File: config.mk
export PLATFORM = sky130hd
export DESIGN_NAME = multicycle_control
export DESIGN_NICKNAME = d
export VERILOG_FILES = /design/src/rtl/multicycle_control_pkg.sv /design/src/rtl/multicycle_control_output_decode.sv /design/src/rtl/multicycle_control.sv
export SDC_FILE = /design/constraint.sdc
export NUM_CORES = 1
export LEC_CHECK = 0
export BUFFER_PORTS_ARGS = -buffer_cell sky130_fd_sc_hd__buf_2
export CAP_MARGIN = 20
export CORE_ASPECT_RATIO = 0.8
export CORE_MARGIN = 5
export CORE_UTILIZATION = 26
export CTS_CLUSTER_DIAMETER = 150
export CTS_CLUSTER_SIZE = 20
export DETAILED_ROUTE_END_ITERATION = 7
export PLACE_DENSITY = 0.58
export SLEW_MARGIN = 30
export SYNTH_ARGS = -nofsm -noshare
export SYNTH_HDL_FRONTEND = slang
export SYNTH_SLANG_ARGS = --single-unit
File: constraint.sdc
create_clock -name clk -period 1.6 [get_ports clk]
set_clock_uncertainty 0.1 [all_clocks]
set_input_delay 0.16 -clock clk [delete_from_list [all_inputs] [get_ports clk]]
set_output_delay 0.16 -clock clk [all_outputs]
set_load 0.005 [all_outputs]
File: src/rtl/multicycle_control_pkg.sv
`default_nettype none
// ============================================================================
// Module   : multicycle_control_pkg
// Brief    : Shared state, opcode and control-field encodings for the
//            multicycle MIPS controller and its datapath.
// Revision : 1.0 - initial release
// ============================================================================
package multicycle_control_pkg;

    typedef enum logic [3:0] {
        S_FETCH   = 4'd0,
        S_DECODE  = 4'd1,
        S_MEMADR  = 4'd2,
        S_MEMRD   = 4'd3,
        S_MEMWB   = 4'd4,
        S_MEMWR   = 4'd5,
        S_EXEC    = 4'd6,
        S_RWB     = 4'd7,
        S_BRANCH  = 4'd8,
        S_JUMP    = 4'd9,
        S_ADDI_EX = 4'd10,
        S_ADDI_WB = 4'd11
    } state_t;

    localparam logic [5:0] OP_RTYPE = 6'b000000;
    localparam logic [5:0] OP_LW    = 6'b100011;
    localparam logic [5:0] OP_SW    = 6'b101011;
    localparam logic [5:0] OP_BEQ   = 6'b000100;
    localparam logic [5:0] OP_J     = 6'b000010;
    localparam logic [5:0] OP_ADDI  = 6'b001000;

    typedef enum logic [1:0] {
        ALUOP_ADD   = 2'b00,
        ALUOP_SUB   = 2'b01,
        ALUOP_FUNCT = 2'b10
    } alu_op_t;

    typedef enum logic [2:0] {
        SRCB_B        = 3'b000,
        SRCB_FOUR     = 3'b001,
        SRCB_SEXT     = 3'b010,
        SRCB_SEXT_SHL = 3'b011
    } alu_src_b_t;

    typedef enum logic [1:0] {
        PCSRC_ALU    = 2'b00,
        PCSRC_BRANCH = 2'b01,
        PCSRC_JUMP   = 2'b10
    } pc_source_t;

    typedef struct packed {
        logic       pc_write_cond;
        logic       pc_write;
        logic       i_or_d;
        logic       mem_read;
        logic       mem_write;
        logic       mem_to_reg;
        logic       ir_write;
        logic       alu_src_a;
        logic       reg_write;
        logic       reg_dst;
        pc_source_t pc_source;
        alu_src_b_t alu_src_b;
        alu_op_t    alu_op;
        logic       instr_done;
    } ctrl_word_t;

endpackage
`default_nettype wire

File: src/rtl/multicycle_control_output_decode.sv
`default_nettype none
// ============================================================================
// Module   : control_output_decode
// Brief    : Pure state-to-control-word decode (Moore outputs). Build macro
//            ADDI_SUPPORT_EN enables the ADDI_EX / ADDI_WB words.
// Revision : 1.0 - initial release
// ============================================================================
module control_output_decode
    import multicycle_control_pkg::*;
(
    input  state_t     i_state,
    output ctrl_word_t o_ctrl
);

    always_comb begin
        o_ctrl = '0;
        case (i_state)
            S_FETCH: begin
                o_ctrl.mem_read  = 1'b1;
                o_ctrl.ir_write  = 1'b1;
                o_ctrl.pc_write  = 1'b1;
                o_ctrl.alu_src_b = SRCB_FOUR;
                o_ctrl.alu_op    = ALUOP_ADD;
            end
            S_DECODE: begin
                o_ctrl.alu_src_b = SRCB_SEXT_SHL;
                o_ctrl.alu_op    = ALUOP_ADD;
            end
            S_MEMADR: begin
                o_ctrl.alu_src_a = 1'b1;
                o_ctrl.alu_src_b = SRCB_SEXT;
            end
            S_MEMRD: begin
                o_ctrl.mem_read = 1'b1;
                o_ctrl.i_or_d   = 1'b1;
            end
            S_MEMWB: begin
                o_ctrl.reg_write  = 1'b1;
                o_ctrl.mem_to_reg = 1'b1;
                o_ctrl.instr_done = 1'b1;
            end
            S_MEMWR: begin
                o_ctrl.mem_write  = 1'b1;
                o_ctrl.i_or_d     = 1'b1;
                o_ctrl.instr_done = 1'b1;
            end
            S_EXEC: begin
                o_ctrl.alu_src_a = 1'b1;
                o_ctrl.alu_src_b = SRCB_B;
                o_ctrl.alu_op    = ALUOP_FUNCT;
            end
            S_RWB: begin
                o_ctrl.reg_write  = 1'b1;
                o_ctrl.reg_dst    = 1'b1;
                o_ctrl.instr_done = 1'b1;
            end
            S_BRANCH: begin
                o_ctrl.alu_src_a     = 1'b1;
                o_ctrl.alu_src_b     = SRCB_B;
                o_ctrl.alu_op        = ALUOP_SUB;
                o_ctrl.pc_write_cond = 1'b1;
                o_ctrl.pc_source     = PCSRC_BRANCH;
                o_ctrl.instr_done    = 1'b1;
            end
            S_JUMP: begin
                o_ctrl.pc_write   = 1'b1;
                o_ctrl.pc_source  = PCSRC_JUMP;
                o_ctrl.instr_done = 1'b1;
            end
`ifdef ADDI_SUPPORT_EN
            S_ADDI_EX: begin
                o_ctrl.alu_src_a = 1'b1;
                o_ctrl.alu_src_b = SRCB_SEXT;
                o_ctrl.alu_op    = ALUOP_ADD;
            end
            S_ADDI_WB: begin
                o_ctrl.reg_write  = 1'b1;
                o_ctrl.instr_done = 1'b1;
            end
`endif
            default: o_ctrl = '0;
        endcase
    end

endmodule
`default_nettype wire

File: src/rtl/multicycle_control.sv
`default_nettype none
// ============================================================================
// Module   : multicycle_control
// Brief    : Multicycle MIPS control FSM (state register + next-state logic).
//            Build macro ADDI_SUPPORT_EN adds the addi instruction path.
// Revision : 1.0 - initial release
// ============================================================================
module multicycle_control
    import multicycle_control_pkg::*;
(
    input  logic       clk,
    input  logic       reset,
    input  logic [5:0] opCode,
    input  logic       mem_ready,
    output logic       PCWriteCond,
    output logic       PCWrite,
    output logic       IorD,
    output logic       MemRead,
    output logic       MemWrite,
    output logic       MemtoReg,
    output logic       IRWrite,
    output logic       ALUSrcA,
    output logic       RegWrite,
    output logic       RegDst,
    output logic [1:0] PCSource,
    output logic [2:0] ALUSrcB,
    output logic [1:0] ALUOp,
    output logic       instr_done,
    output logic       illegal_op,
    output logic [3:0] state
);

    state_t     r_state;
    state_t     w_next_state;
    logic       w_illegal;
    logic       w_gate;
    logic       w_run;
    ctrl_word_t w_ctrl;

    always_ff @(posedge clk) begin
        if (reset) r_state <= S_FETCH;
        else       r_state <= w_next_state;
    end

    always_comb begin
        w_next_state = S_FETCH;
        w_illegal    = 1'b0;
        case (r_state)
            S_FETCH:  w_next_state = mem_ready ? S_DECODE : S_FETCH;
            S_DECODE: begin
                case (opCode)
                    OP_LW, OP_SW: w_next_state = S_MEMADR;
                    OP_RTYPE:     w_next_state = S_EXEC;
                    OP_BEQ:       w_next_state = S_BRANCH;
                    OP_J:         w_next_state = S_JUMP;
`ifdef ADDI_SUPPORT_EN
                    OP_ADDI:      w_next_state = S_ADDI_EX;
`else
                    OP_ADDI: begin
                        w_next_state = S_FETCH;
                        w_illegal    = 1'b1;
                    end
`endif
                    default: begin
                        w_next_state = S_FETCH;
                        w_illegal    = 1'b1;
                    end
                endcase
            end
            S_MEMADR: w_next_state = (opCode == OP_LW) ? S_MEMRD : S_MEMWR;
            S_MEMRD:  w_next_state = mem_ready ? S_MEMWB : S_MEMRD;
            S_MEMWB:  w_next_state = S_FETCH;
            S_MEMWR:  w_next_state = mem_ready ? S_FETCH : S_MEMWR;
            S_EXEC:   w_next_state = S_RWB;
            S_RWB:    w_next_state = S_FETCH;
            S_BRANCH: w_next_state = S_FETCH;
            S_JUMP:   w_next_state = S_FETCH;
`ifdef ADDI_SUPPORT_EN
            S_ADDI_EX: w_next_state = S_ADDI_WB;
            S_ADDI_WB: w_next_state = S_FETCH;
`endif
            default:  w_next_state = S_FETCH;
        endcase
    end

    control_output_decode u_decode (
        .i_state (r_state),
        .o_ctrl  (w_ctrl)
    );

    // Memory handshake qualifies the fetch writes and the store completion pulse.
    assign w_gate = ((r_state == S_FETCH) || (r_state == S_MEMWR)) ? mem_ready : 1'b1;
    assign w_run  = ~reset;

    assign PCWriteCond = w_run & w_ctrl.pc_write_cond;
    assign PCWrite     = w_run & w_ctrl.pc_write & w_gate;
    assign IorD        = w_run & w_ctrl.i_or_d;
    assign MemRead     = w_run & w_ctrl.mem_read;
    assign MemWrite    = w_run & w_ctrl.mem_write;
    assign MemtoReg    = w_run & w_ctrl.mem_to_reg;
    assign IRWrite     = w_run & w_ctrl.ir_write & w_gate;
    assign ALUSrcA     = w_run & w_ctrl.alu_src_a;
    assign RegWrite    = w_run & w_ctrl.reg_write;
    assign RegDst      = w_run & w_ctrl.reg_dst;
    assign PCSource    = {2{w_run}} & w_ctrl.pc_source;
    assign ALUSrcB     = {3{w_run}} & w_ctrl.alu_src_b;
    assign ALUOp       = {2{w_run}} & w_ctrl.alu_op;
    assign instr_done  = w_run & w_ctrl.instr_done & w_gate;
    assign illegal_op  = w_run & w_illegal;
    assign state       = {4{w_run}} & r_state;

endmodule
`default_nettype wire

## Word level (Yosys, flattened, before mapping)

Cells that the tools add are included.

- Bits in registers: 4
- Output and inout port bits: 23
- Word-level logic and storage cells: 68

- Equality and inequality tests: 13
- Mux-type cells: 23
- Bitwise operators: 20
- Reductions and logical operators: 11

Operator list:

| operator | number |
|---|---|
| $pmux 4 s6 | 1 |
| $eq 4x3->1 const B | 4 |
| $pmux 4 s4 | 1 |
| $and 1x1->1 | 15 |
| $mux 1 | 15 |
| $eq 6x6->1 const B | 2 |
| $reduce_or 2->1 | 5 |
| $reduce_or 5->1 | 2 |
| $mux 3 | 3 |
| $eq 4x2->1 const B | 2 |
| $eq 4x4->1 const B | 2 |
| $pmux 2 s2 | 2 |
| $eq 6x2->1 const B | 1 |
| $eq 6x3->1 const B | 1 |
| $logic_not 6->1 | 1 |
| $pmux 2 s3 | 1 |
| $and 2x2->2 | 2 |
| $and 4x4->4 | 1 |
| $eq 4x1->1 const B | 1 |
| $logic_not 4->1 | 1 |
| $and 3x3->3 | 1 |
| $reduce_or 3->1 | 1 |
| $logic_or 1x1->1 | 1 |
| $not 1->1 | 1 |

## Depth between registers and ports, before layout

Gate-level depths: netlist of run 1.

- Word-level depth: 5
- Mapped depth: 6

## By module

Synthesis of run 1 repeated with hierarchy kept, for this count alone.

- Cells, all modules: 102
- Area total of the unflattened synthesis: 742.0 um^2

Modules (own cells, without submodules):

| module | instances | cells each | area an instance (um^2) |
|---|---|---|---|
| multicycle_control | 1 | 70 | 519.2 |
| control_output_decode | 1 | 32 | 222.7 |

## Worst setup path before layout of run 1

No wires, ideal clock.

- Kind: register to output
- Start: reg r_state[3]
- End: out PCSource[0]
- Data arrival time: 1286 ps
- Required time: 1340 ps
- Setup slack: 54 ps
- Cell stages (with the launch flop): 6
- Buffers on the path: 2
- Cells stage by stage: dfxtp_1 -> clkbuf_1 -> nor2b_1 -> nand2_1 -> nor3_1 -> buf_4

- Cells in the longest elaborated chain, start to end: 3
- Elaborated cells between the ends (all ways): 4

Ends and longest elaborated chain:

| what | RTL line | text |
|---|---|---|
| start, declared | multicycle_control.sv:33 | `state_t r_state;` |
| start signal, assigned | multicycle_control.sv:42 | `else r_state <= w_next_state;` |
| $eq 4x4->1 | multicycle_control_output_decode.sv:17 | `case (i_state)` |
| $pmux 2 s2 (*) | multicycle_control_output_decode.sv:17 |  |
| $and 2x2->2 (*) | multicycle_control.sv:105 | `assign PCSource = {2{w_run}} & w_ctrl.pc_source;` |
| end, declared | multicycle_control.sv:25 | `output logic [1:0] PCSource,` |

Mark *: on every way between the ends. The rest lies on a longest branch, timed or not.

## Worst setup path after layout of run 1

- Start: reg r_state[0]
- End: out PCWrite

- Cells in the longest elaborated chain, start to end: 5
- Elaborated cells between the ends (all ways): 9

Ends and longest elaborated chain:

| what | RTL line | text |
|---|---|---|
| $eq 4x4->1 / $logic_not 4->1 (equally long branches) | multicycle_control_output_decode.sv:17, multicycle_control.sv:92 |  |
| $reduce_or 2->1 (no source line) | -- |  |
| $mux 1 | multicycle_control_output_decode.sv:17 |  |
| $and 1x1->1 | multicycle_control.sv:96 | `assign PCWrite = w_run & w_ctrl.pc_write & w_gate;` |
| $and 1x1->1 (*) | multicycle_control.sv:96 |  |
| end, declared | multicycle_control.sv:16 | `output logic PCWrite,` |

Marks and branches as above.

==> out/results.ini, run 1 <==
[placement]
io_buffers = 30
dp_hpwl_um = 1310
gp_congestion = 0.808
dp_slack_ns = 0.119

[setup_path]
critPathBufInv = 2
critPathMaxFanout = 8
cp.required_ns = 1.34
crit_chain = buf_4, nor3b_1, a21oi_1, nor4_1, buf_2
arrival_ns = 1.32
cp-start-kind = register
worstSetupPathType = reg -> out
worst_path_dominant_cell_family = flip-flops
critPathMaxStageDelay_ns = 0.35
worst_setup_path_end_kind = primary output
worst_path_max_delay_cell = dfxtp_2

[timing]
fin_tns_setup_ns = 0
rsz0062_at_grt = yes
fin_hold_ws_ns = 0.172
setup_viol = 0
setup_ws_ns = 0.0180
fmax_ghz = 0.632
period_share_pct = 98.9
slew_viol_final = 0
min_period_ns = 1.58
hold_viol_final = 0

[yosys]
synth_edf_count = 0
synth.avg_cell_area_sq_um = 6.55
yosysTopAreaCell = dfxtp_1
ys.flop_type = dfxtp_1
syn-num-nets = 97
ys_seq_area_share_pct = 13.9
ys_ff_latch = 4
synthCells = 88
synth_cell_types = 34
yosys-top-cells-count = nor2_1, nor2b_1, nand2_1, nor3_1
synthTopCellsByArea = dfxtp_1, nor2b_1, nor2_1, nor3b_1, nand2b_1
synth_warnings = 0
syn_area_sq_um = 577
yosysMostFrequentCell = nor2_1
yosysTopAreaCellShare_pct = 13.9
async_flop_share_pct = 0

[drt]
drt_wl_total_um = 1650
ant_nets = 0
drtIter0Drc = 30
avgRoutedWirePerCell_um = 11.6
drt_pre_antenna_iters = 4
dr_total_vias = 711
routed_via_density = 5.01
drc = 0

[clock_network]
clkTransAtPathRegs_ns = 0.04
numCtsBuffers = 3
clock_latency_ns = 0.23
h-tree-depth = 1
clk_path_buf_depth = 2
clkSinkCount = 4
root_buffer = clkbuf_4
cts_tree = built

[outcome]
outcome = finished, final reports clean

[power_and_ir_drop]
powerDensity_nw_per_um2 = 432
vdd_drop_max_mv = 0.171
p_leak_nw = 0.374

[grt]
grt_pass1_vias = 663
grt_usage_pct = 10.6
antenna_found_initial = 0
grt_max_degree = 13
grt_pass1_wl_um = 2800
overflow = 0

[layout]
antenna_cells = 0
fill_cells = 246
layout.nets = 128
syn_to_final_growth_pct = 39.5
top_regs = r_state (4)
drive_gt1_share_pct = 41.0
largest-register = r_state
largest_reg_flops = 4

[die]
start_util_pct = 27.0
dieHeight_um = 52.1
fp.coreArea_sq_um = 2140
dieArea_sq_um = 3270
placementRows = 15
ios = 32
die_x_um = 62.7

[hold_path]
hold_class = in -> reg

[job]
drv_cap = 0

[kinds of logic (layout without fill, tap and decap cells)]
| family | after synthesis | in the layout | share of synthesized area [%] |
|---|---|---|---|
| simple gates | 52 | 52 | 52.1 |
| compound gates | 18 | 18 | 20.4 |
| buf+inv | 11 | 40 | 9.98 |
| flops | 4 | 4 | 13.9 |
| xor+xnor | 2 | 2 | 3.04 |
| other cells | 1 | 1 | 0.650 |
[path summary, 6_finish.rpt]
kind | slack [ns] | cells past startpoint | end | from
min | 0.17 | 3 | r_state[1]$_SDFF_PP0_ | opCode[3]
max | 0.02 | 5 | PCWrite | r_state[0]$_SDFF_PP0_
max reg2reg | 0.20 | 3 | r_state[2]$_SDFF_PP0_ | r_state[1]$_SDFF_PP0_
min reg2reg | 0.54 | 2 | r_state[2]$_SDFF_PP0_ | r_state[3]$_SDFF_PP0_
[power breakdown]
part / internal, mW / switching [mW]
Combinational: 0.0535 / 0.0621
Clock: 0.0837 / 0.0381
Sequential: 0.102 / 0.00793
[layout by cell type, fill, tap and decap left out, drive strengths merged, types with 2 or more instances in the layout]
| cell type | instances |
|---|---|
| a21oi | 4 |
| a31oi | 3 |
| and3 | 3 |
| buf | 36 |
| clkbuf | 3 |
| dfxtp | 4 |
| nand2 | 5 |
| nand2b | 4 |
| nand3 | 2 |
| nand3b | 2 |
| nor2 | 9 |
| nor2b | 8 |
| nor3 | 5 |
| nor3b | 4 |
| nor4 | 4 |
| o21ai | 3 |
| o21bai | 2 |
[area by class of cell]
| class | instances | area [sq um] | area share [%] |
|---|---|---|---|
| Timing Repair Buffer | 36 | 195 | 24.3 |
| Multi-Input combinational cell | 73 | 462 | 57.4 |
| Sequential cell | 4 | 90.1 | 11.2 |
| Inverter | 1 | 3.75 | 0.467 |
| Tap cell | 25 | 31.3 | 3.89 |
| Clock buffer | 3 | 22.5 | 2.80 |
[metrics by stage]
step                utilization [%]  power (mW)  instances  area [sq um]
finish                         37.6       0.347        142           805
global route                   37.6       0.381        142           805
global placement               35.0       0.223        139           749
detailed placement             35.0       0.224        139           749
floorplan                         -       0.180         88           577
CTS                            36.6       0.355        142           783
[repair_timing]
action | 4_1_cts | 5_1_grt
setup endpoints to repair | 8 | 16
setup buffers | 0 | 0
hold buffers | 0 | 0
gates resized for setup | 4 | 7
endpoints found under the hold margin | 0 | 0
cloned | 0 | 0
[routing by layer]
layer / GRT usage [%] / vias up / wire length [um]
met2: 16.2 / 20 / 766
li1: - / 374 / -
met1: 13.9 / 315 / 809
met4: 7.77 / 0 / 19
met3: 1.30 / 2 / 49
met5: 0 / - / 0
[worst min-delay path: cells and delay by family]
| kind | cells | cell delay (ns) |
|---|---|---|
| compound gates | 1 | 0.07 |
| buf+inv | 1 | 0.11 |
| simple gates | 1 | 0.11 |
No activity file was read; power rests on OpenSTA's default activity.
==> run 2, diff against run 1 <==
==> constraint.sdc (replaced) <==
create_clock -name clk -period 1.6 [get_ports clk]
set_clock_uncertainty 0.1 [all_clocks]
set_input_delay 0.16 -clock clk [delete_from_list [all_inputs] [get_ports clk]]
set_output_delay 0.16 -clock clk [all_outputs]
set_load 0.01 [all_outputs]
==> run 2 against run 1 <==
Net effect:
- count of clock-buffer cells in the layout is the same
- via count is 6.6% higher
- sequential share of layout area decreased by 0.34 points
- register-to-register slack worse by 0.03 ns
- cell count is 2.1% higher
- final area is 8.9% higher
- power increased by 8.6%
==> out/results.ini, run 2 (same netlist as run 1, synthesis figures left out) <==
[setup_path]
r2r_setup_slack_ns = 0.17  ; -0.03 ns
r2r_end = r_state[2]$_SDFF_PP0_
arrival_ns = 1.33  ; about the same
critPathBufInv = 1  ; -1
worstSetupPathType = reg -> out
cp-start-kind = register
worst_setup_path_end_kind = primary output
worst_path_max_delay_cell = dfxtp_4
worstRegToRegCells = 3  ; unchanged
critPathMaxFanout = 9  ; +1
critPathMaxStageDelay_ns = 0.37  ; +0.02 ns
worst_path_dominant_cell_family = simple AND/OR/NAND/NOR gates
cp.required_ns = 1.34  ; about the same
crit_chain = nor2_1, nand2_1, nor3b_1, buf_2
timing.rr.start = r_state[1]$_SDFF_PP0_

[placement]
dpl.cell_count = 138  ; -0.72%
io_buffers = 30  ; unchanged
dp_hpwl_um = 1330  ; +1.5%
gp_congestion = 0.831  ; +2.8%

[layout]
syn_to_final_growth_pct = 51.8
mostFrequentLayoutCell = buf_2
antenna_cells = 0  ; unchanged
fill_cells = 230  ; -6.5%
final_cell_mix = buf_2, nor2_1, buf_4, nor2b_1
drive_gt1_share_pct = 46.7  ; +5.6 points
final_cell_count_no_fill = 145  ; +2.1%
largest_reg_flops = 4  ; unchanged
largest-register = r_state
layout.nets = 131  ; +2.3%
top_regs = r_state (4)

[clock_network]
clock_latency_ns = 0.24  ; about the same
root_buffer = clkbuf_4
clkSinkCount = 4  ; unchanged
clk_path_buf_depth = 2  ; unchanged
cts_tree = built
numCtsBuffers = 3  ; unchanged
h-tree-depth = 1  ; unchanged
clkTransAtPathRegs_ns = 0.04  ; about the same
cts_hold_buffers = 0  ; unchanged

[timing]
period_share_pct = 99.4  ; +0.56 points
hold_viol_final = 0  ; unchanged
fin_tns_setup_ns = 0  ; unchanged
min_period_ns = 1.59  ; +0.00896 ns
fin_hold_ws_ns = 0.169  ; -0.00268 ns
slew_viol_final = 0  ; unchanged
setup_viol = 0  ; unchanged
rsz0062_at_grt = yes
fmax_ghz = 0.629  ; -0.56%

[power_and_ir_drop]
powerDensity_nw_per_um2 = 431  ; -0.23%
vdd_drop_max_mv = 0.223  ; +30%
p_total_uw = 377  ; +8.6%
p_leak_nw = 0.396  ; +5.9%

[drt]
drc = 0  ; unchanged
avgRoutedWirePerCell_um = 12.7  ; +9.5%
ant_nets = 0  ; unchanged
drt_pre_antenna_iters = 4  ; unchanged
routed_via_density = 5.23  ; +4.4%
dr_total_vias = 758  ; +6.6%
drtIter0Drc = 29  ; -3.3%
drt_wl_total_um = 1840  ; +12%

[grt]
antenna_found_initial = 0  ; unchanged
grt_pass1_vias = 671  ; +1.2%
grt_usage_pct = 11.0  ; +0.32 points
grt_pass1_wl_um = 2930  ; +4.4%
overflow = 0  ; unchanged
grt_max_degree = 13  ; unchanged

[die]
ios = 32  ; unchanged
dieHeight_um = 52.1  ; unchanged
die_x_um = 62.7  ; unchanged
fp.coreArea_sq_um = 2140  ; unchanged
start_util_pct = 27.0  ; unchanged
dieArea_sq_um = 3270  ; unchanged
placementRows = 15  ; unchanged

[hold_path]
hold_class = in -> reg
worstHoldStart = opCode[1]
holdPathStages = 3  ; unchanged
min_to = r_state[0]$_SDFF_PP0_

[job]
drv_cap = 0  ; unchanged

[outcome]
outcome = finished, final reports clean

## run 2: layer usage
layer	track usage (%)	routed length (um)	vias to the layer above
met2	16.6	893	25
met4	3.18	13	0
li1	-	-	383
met5	0	0	-
met1	15.0	835	348
met3	3.24	97	2
## run 2: timing repair
action / CTS / global route
endpoints found under the setup margin: 14 / 11
pin swaps: 0 / 4
buffers inserted: 0 / 4
gates resized for setup: 5 / 18
## run 2: power by group
part           switching [mW]  internal [mW]  leakage (nW)
Clock                  0.0426         0.0840        0.0138
Combinational          0.0774         0.0667         0.346
Sequential            0.00692         0.0998        0.0355
Total                   0.127          0.250         0.396
## run 2: cell type report
| type | count | area (sq um) | area share (%) |
|---|---|---|---|
| multi-input combinational | 73 | 498 | 56.9 |
| clock buffer | 3 | 22.5 | 2.57 |
| inverter | 1 | 3.75 | 0.429 |
| timing repair buffer | 39 | 225 | 25.7 |
| tap | 25 | 31.3 | 3.57 |
| sequential | 4 | 95.1 | 10.9 |
## run 2: worst reg2reg max path, delay by kind of cell (launching register included)
kind / cells / cell delay [ns]
AO/OA/AOI/OAI: 2 / 0.47
AND/OR/NAND/NOR: 1 / 0.39
flip-flops: 1 / 0.39
## run 2: how the worst max path moves through the flow
stage / cells after the start / endpoint / from / slack [ns]
global placement: 3 / r_state[2]$_SDFF_PP0_ / r_state[2]$_SDFF_PP0_ / 0.12
finish: 4 / ALUOp[1] / r_state[3]$_SDFF_PP0_ / 0.009
detailed placement: 3 / r_state[2]$_SDFF_PP0_ / r_state[2]$_SDFF_PP0_ / 0.08
global route: 4 / ALUOp[1] / r_state[3]$_SDFF_PP0_ / -0.16
floorplan: 5 / PCSource[0] / r_state[3]$_SDFF_PP0_ / 0.02
CTS: 4 / ALUOp[1] / r_state[2]$_SDFF_PP0_ / 0.003
## run 2: stage by stage
stage / utilization, % / cell area, sq um / setup slack, ns
4_1_cts: 36.5 / 782 / 0.00346
3_3_place_gp: 35.0 / 749 / 0.119
3_5_place_dp: 35.0 / 749 / 0.0823
6_report: 40.9 / 876 / 0.00899
2_1_floorplan: - / 584 / 0.0180
5_1_grt: 40.9 / 876 / -0.156
